==> config.mk <==
export PLATFORM = sky130hd
export DESIGN_NAME = data_pack_flat
export DESIGN_NICKNAME = d
export VERILOG_FILES = /design/src/rtl/data_pack_if.sv /design/src/rtl/data_pack.sv /design/src/flat_wrapper.sv
export SDC_FILE = /design/constraint.sdc
export NUM_CORES = 1
export LEC_CHECK = 0
export BUFFER_PORTS_ARGS = -buffer_cell sky130_fd_sc_hd__buf_2
export CAP_MARGIN = 20
export CORE_UTILIZATION = 25
export CTS_CLUSTER_DIAMETER = 120
export DETAILED_ROUTE_END_ITERATION = 16
export PLACE_DENSITY = 0.38
export RECOVER_POWER = 100
export SLEW_MARGIN = 0
export SYNTH_ARGS = -nofsm -noshare
export SYNTH_HDL_FRONTEND = slang
export SYNTH_SLANG_ARGS = --single-unit
==> constraint.sdc <==
create_clock -name clk -period 3.05 [get_ports clk]
set_clock_uncertainty 0.2 [all_clocks]
set_input_delay 0.305 -clock clk [delete_from_list [all_inputs] [get_ports clk]]
set_output_delay 0.305 -clock clk [all_outputs]
set_load 0.01 [all_outputs]
==> src/rtl/data_pack_if.sv <==
// Byte-in / word-out bus of the data_pack block.
// The master side feeds bytes and accepts words; the slave side is the packer.
interface data_pack_if #(
    parameter int BYTES_PER_WORD = 4,
    parameter int FIFO_DEPTH     = 4
);
    localparam int CW = $clog2(BYTES_PER_WORD) + 1;
    localparam int LW = $clog2(FIFO_DEPTH) + 1;

    logic [7:0]                  data_in;
    logic                        data_en;
    logic                        flush;
    logic [8*BYTES_PER_WORD-1:0] word_o;
    logic [CW-1:0]               word_bytes;
    logic                        word_valid;
    logic                        word_ready;
    logic [LW-1:0]               fifo_level;
    logic                        overflow;

    modport master (
        output data_in, data_en, flush, word_ready,
        input  word_o, word_bytes, word_valid, fifo_level, overflow
    );

    modport slave (
        input  data_in, data_en, flush, word_ready,
        output word_o, word_bytes, word_valid, fifo_level, overflow
    );
endinterface

==> src/rtl/data_pack.sv <==
// data_pack: collects a gappy byte stream into BYTES_PER_WORD-wide words,
// buffers finished or flushed words in a show-ahead FIFO and hands them
// downstream under valid/ready. Words lost to a full FIFO set a sticky flag.
module data_pack #(
    parameter int BYTES_PER_WORD = 4,
    parameter int FIFO_DEPTH     = 4,
    parameter bit MSB_FIRST      = 1'b1
) (
    input logic       clk,
    input logic       reset,
    data_pack_if.slave bus
);
    localparam int CW = $clog2(BYTES_PER_WORD) + 1;
    localparam int LW = $clog2(FIFO_DEPTH) + 1;
    localparam int AW = $clog2(FIFO_DEPTH);
    localparam int WW = 8 * BYTES_PER_WORD;

    logic [WW-1:0] asm_q;
    logic [WW-1:0] asm_ins;
    logic [WW-1:0] push_word;
    logic [CW-1:0] cnt;
    logic [CW-1:0] push_bytes;
    logic          last_byte;
    logic          push;
    logic          pop;
    logic          full;
    logic          accept;
    logic          drop;
    int            lane;

    logic [WW-1:0] mem_word  [FIFO_DEPTH];
    logic [CW-1:0] mem_bytes [FIFO_DEPTH];
    logic [AW-1:0] wr_ptr;
    logic [AW-1:0] rd_ptr;
    logic [LW-1:0] level;
    logic          ovf_q;

    // Merge the incoming byte into its lane and decide whether a word leaves the assembler
    always_comb begin
        lane      = MSB_FIRST ? (BYTES_PER_WORD - 1 - int'(cnt)) : int'(cnt);
        asm_ins   = asm_q;
        asm_ins[lane*8 +: 8] = bus.data_in;
        last_byte = (cnt == CW'(BYTES_PER_WORD - 1));
        // A byte arriving together with flush is included before the flush acts
        push       = bus.data_en ? (last_byte || bus.flush) : (bus.flush && (cnt != '0));
        push_word  = bus.data_en ? asm_ins : asm_q;
        push_bytes = bus.data_en ? (cnt + CW'(1)) : cnt;
        // A same-edge pop frees the slot, so a full FIFO only drops when nothing leaves
        pop    = (level != '0) && bus.word_ready;
        full   = (level == LW'(FIFO_DEPTH));
        accept = push && (!full || pop);
        drop   = push && full && !pop;
    end

    // Assembly register and byte count; any push (kept or dropped) realigns the stream
    always_ff @(posedge clk or posedge reset) begin
        if (reset) begin
            asm_q <= '0;
            cnt   <= '0;
        end else if (push) begin
            asm_q <= '0;
            cnt   <= '0;
        end else if (bus.data_en) begin
            asm_q <= asm_ins;
            cnt   <= cnt + CW'(1);
        end
    end

    // FIFO pointers, occupancy and the sticky overflow flag
    always_ff @(posedge clk or posedge reset) begin
        if (reset) begin
            wr_ptr <= '0;
            rd_ptr <= '0;
            level  <= '0;
            ovf_q  <= 1'b0;
        end else begin
            if (accept) begin
                wr_ptr <= wr_ptr + AW'(1);
            end
            if (pop) begin
                rd_ptr <= rd_ptr + AW'(1);
            end
            level <= level + LW'(accept) - LW'(pop);
            if (drop) begin
                ovf_q <= 1'b1;
            end
        end
    end

    // FIFO storage; contents are qualified by the pointers so they need no reset
    always_ff @(posedge clk) begin
        if (accept) begin
            mem_word[wr_ptr]  <= push_word;
            mem_bytes[wr_ptr] <= push_bytes;
        end
    end

    // Show-ahead head; forced to zero while empty so stale storage never leaks out
    assign bus.word_valid = (level != '0);
    assign bus.word_o     = bus.word_valid ? mem_word[rd_ptr]  : '0;
    assign bus.word_bytes = bus.word_valid ? mem_bytes[rd_ptr] : '0;
    assign bus.fifo_level = level;
    assign bus.overflow   = ovf_q;
endmodule

==> src/flat_wrapper.sv <==
// flat-port wrapper written by rule: the top's interface ports become plain ports
module data_pack_flat 
#(
    parameter int BYTES_PER_WORD = 4,
    parameter int FIFO_DEPTH     = 4,
    parameter bit MSB_FIRST      = 1'b1
)
  (clk, reset, bus_data_in, bus_data_en, bus_flush, bus_word_ready, bus_word_o, bus_word_bytes, bus_word_valid, bus_fifo_level, bus_overflow);
  data_pack_if #(.BYTES_PER_WORD(BYTES_PER_WORD), .FIFO_DEPTH(FIFO_DEPTH)) bus_i ();
  input logic clk;
  input logic reset;
  input wire logic [$bits(bus_i.data_in)-1:0] bus_data_in;
  input wire logic [$bits(bus_i.data_en)-1:0] bus_data_en;
  input wire logic [$bits(bus_i.flush)-1:0] bus_flush;
  input wire logic [$bits(bus_i.word_ready)-1:0] bus_word_ready;
  output wire logic [$bits(bus_i.word_o)-1:0] bus_word_o;
  output wire logic [$bits(bus_i.word_bytes)-1:0] bus_word_bytes;
  output wire logic [$bits(bus_i.word_valid)-1:0] bus_word_valid;
  output wire logic [$bits(bus_i.fifo_level)-1:0] bus_fifo_level;
  output wire logic [$bits(bus_i.overflow)-1:0] bus_overflow;
  assign bus_i.data_in = bus_data_in;
  assign bus_i.data_en = bus_data_en;
  assign bus_i.flush = bus_flush;
  assign bus_i.word_ready = bus_word_ready;
  assign bus_word_o = bus_i.word_o;
  assign bus_word_bytes = bus_i.word_bytes;
  assign bus_word_valid = bus_i.word_valid;
  assign bus_fifo_level = bus_i.fifo_level;
  assign bus_overflow = bus_i.overflow;
  data_pack #(.BYTES_PER_WORD(BYTES_PER_WORD), .FIFO_DEPTH(FIFO_DEPTH), .MSB_FIRST(MSB_FIRST)) u_core (.clk(clk), .reset(reset), .bus(bus_i));
endmodule
==> run_results.csv <==
group,metric,value,unit
sta,maxSlewHeadroom,0.07563,
synth,ys_dominant_reg_cell,"edfxtp_1",
clock_network,cts_sinks,183,
routing,wl_per_cell,18.57,um
global_routing,antenna_found_initial,0,
critical_path,rr_startpoint,"u_core.cnt[0]$_DFF_PP0_",
critical_path,reg2reg_depth,7,
die,fp.dieW,177.1,um
routing,routed_wl,17.69,mm
routing,drt-initial-drc-count,214,
die,core-area,29870,sq um
final_layout,regArea,5281,sq um
die,design.die.area,31370,sq um
synth,yosysUniqueCellTypes,37,
final_layout,fin_nets,577,
synth,ys_ff_latch,183,
die,fp-row-count,63,
final_layout,areaGrowthSynthToFinish,17.56,%
synth,ys_seq_area_frac,0.6888,
power,p_total,9.464,mW
synth,synth_largest_area_cell,"edfxtp_1",
routing,vias_per_cell,4.368,
sta,setup_viol,0,
synth,avgSynthCellArea,15.90,sq um
die,ios,53,
synth,synth_top_cell_area_share,0.5484,
sta,fmax,365.0,MHz
final_layout,fillers,2950,
critical_path,r2r_end,"u_core.mem_word[3][18]$_DFFE_PP_",
synth,synth_commonest_cells,"140 x edfxtp_1, 43 x dfrtp_1, 42 x nand2_1, 40 x and2_1",
global_routing,grt_pass1_wl,27.50,mm
clock_network,cts.reportedPaths.clkPinSlew,70,ps
flow_run,maxCapViolCount,0,
critical_path,cp_max_fo,35,
critical_path,criticalPathCategory,"register to register",
clock_network,clockBufferDepth,2,
routing,drc,0,
synth,synthesis.area,7666,sq um
die,initial_core_util,0.2566,
sta,fin_crit_sh,0.8983,
critical_path,cp.arrival,2610,ps
routing,dr.pass1.iters,4,
synth,yosys_warnings,0,
critical_path,critPathLaunchType,"register",
die,die_height,177.1,um
sta,holdWs,192.5,ps
sta,rsz0062_at_grt,"false",
clock_network,cts_max_level,4,
synth,synth_edf_count,140,
power,powerDensity,1050,nW/um^2
placed_design,hpwl,10.60,mm
critical_path,required,2920,ps
global_routing,grt_max_degree,38,
routing,antenna_left,0,
worst_hold_path,min_path_cells,4,
sta,layout_min_cycle_time,2740,ps
power,p_leak,3.328,nW
worst_hold_path,min_to,"u_core.bus.overflow$_DFFE_PP0P_",
sta,drv_slew,0,
clock_network,root_buffer,"clkbuf_16",
sta,setup_tns,0,ps
routing,vias,4163,
sta,hold_violations,0,
global_routing,grtUsageTotal,0.1202,
critical_path,endpoint_kind,"register",
clock_network,cts_tree,"done",
synth,syn_inst,482,
final_layout,final_util,0.3017,
synth,synthArstFlopShare,0.2350,
clock_network,post_cts_resized,0,
final_layout,drive_gt1_frac,0.2078,
global_routing,grt_overflow,0,
final_layout,multi_input_area,2163,sq um
worst_hold_path,hold_class,"input port to register",
run_status,status,"completed",
clock_network,clk_latency,420,ps
power,peakVddDrop,0.5381,mV
synth,synth_area_leaders,"edfxtp_1 55%, dfrtp_1 14%, mux4_2 10%",
sta,tightest_slew,1387,ps
placed_design,io_buffers,52,
critical_path,startpoint,"u_core.cnt[0]$_DFF_PP0_",
synth,synth_fp_nets,509,
critical_path,reg2reg_slack,310,ps
global_routing,grt_pass1_vias,4585,
final_layout,n_antenna_cell,0,
worst_hold_path,hp-start,"bus_flush",
clock_network,cts_made_buffers,17,
synth,synth.most_common_cell,"edfxtp_1",
placed_design,place_congestion,0.6732,
clock_network,post_cts_buffers,0,
==> routing by layer <==
layer  global-route usage  vias to the layer above  wire, um
met4              0.03664                        0       193
met2               0.1963                       57      8505
met3              0.02470                       13       455
met1               0.1597                     2152      8539
li1                     -                     1941         -
met5                    0                        -         0
==> worst max path at each step <==
| stage | end | slack [ps] | depth (start not counted) |
|---|---|---|---|
| after global placement | u_core.mem_word[0][12]$_DFFE_PP_ | 510 | 6 |
| after global routing | u_core.mem_word[2][8]$_DFFE_PP_ | 100 | 7 |
| after detailed placement | u_core.mem_word[0][13]$_DFFE_PP_ | 450 | 6 |
| after CTS | bus_word_o[14] | 370 | 4 |
| final | u_core.mem_word[3][18]$_DFFE_PP_ | 310 | 7 |
| after floorplan | u_core.mem_bytes[0][0]$_DFFE_PP_ | 400 | 5 |
==> cell usage in the layout (no fill, tap or decap), drive strengths merged, types with 2 or more instances in the layout <==
cell and instances:
o21ai 26, nor4b 2, a21oi 34, buf 38, clkbuf 47, ha 13, nand2 42, mux4 35
xor2 2, dfrtp 43, nand3 35, xnor2 4, inv 16, bufinv 2, nor2b 11, dlygate4sd3 10
edfxtp 140, clkinv 7, and2 40
==> cells by family (layout without fill, tap and decap cells) <==
logic type / count (synthesis) / in the layout / share of synthesized area
flops: 183 / 183 / 0.6888
simple gates: 141 / 141 / 0.1027
compound gates: 62 / 62 / 0.04619
buf+inv: 40 / 121 / 0.02742
mux: 36 / 36 / 0.1043
fa+ha+maj: 14 / 14 / 0.02383
xor+xnor: 6 / 6 / 0.006855
==> worst max-delay path: stages, from the launching register on <==
cell and delay, ps:
dfrtp_1 440, ha_1 210, ha_1 170, a21oi_1 80, a211oi_1 410, clkbuf_1 270
and2_0 190, buf_6 400
==> cell type report <==
| cell class | instances | share of cell area |
|---|---|---|
| clock buffers | 18 | 0.04762 |
| clock inverters | 14 | 0.01652 |
| inverters | 12 | 0.004998 |
| multi-input cells | 259 | 0.2400 |
| flip-flops and latches | 183 | 0.5860 |
| well taps | 390 | 0.05414 |
| repair buffers | 77 | 0.05067 |
==> state kept, by name, summed over array words and instances (netlist names) <==
register,flops
u_core.cnt,3
u_core.bus.overflow,1
u_core.mem_word,128
u_core.wr_ptr,2
u_core.bus.fifo_level,3
u_core.rd_ptr,2
u_core.asm_q,32
u_core.mem_bytes,12
==> where the power goes <==
part	leakage, nW	internal (mW)	total, mW	switching [mW]
Combinational	1.17	1.36	3.52	2.16
Sequential	1.88	3.58	3.77	0.189
Clock	0.282	1.22	2.18	0.958
Total	3.33	6.16	9.46	3.31
==> through the flow <==
| stage | cell area, sq um | cells | worst slack [ps] |
|---|---|---|---|
| final | 9012 | 953 | 310.2 |
| after detailed placement | 8426 | 911 | 454.5 |
| after global routing | 9012 | 953 | 102.0 |
| after global placement | 8426 | 911 | 514.1 |
| after floorplan | 7666 | 482 | 400.8 |
| after CTS | 9104 | 953 | 369.4 |
==> timing repair <==
item                       4_1_cts  5_1_grt
setup endpoints to repair        0        0
hold endpoints to repair        31        0
hold buffers                    10        0
Power figures use the tool's default switching activity.
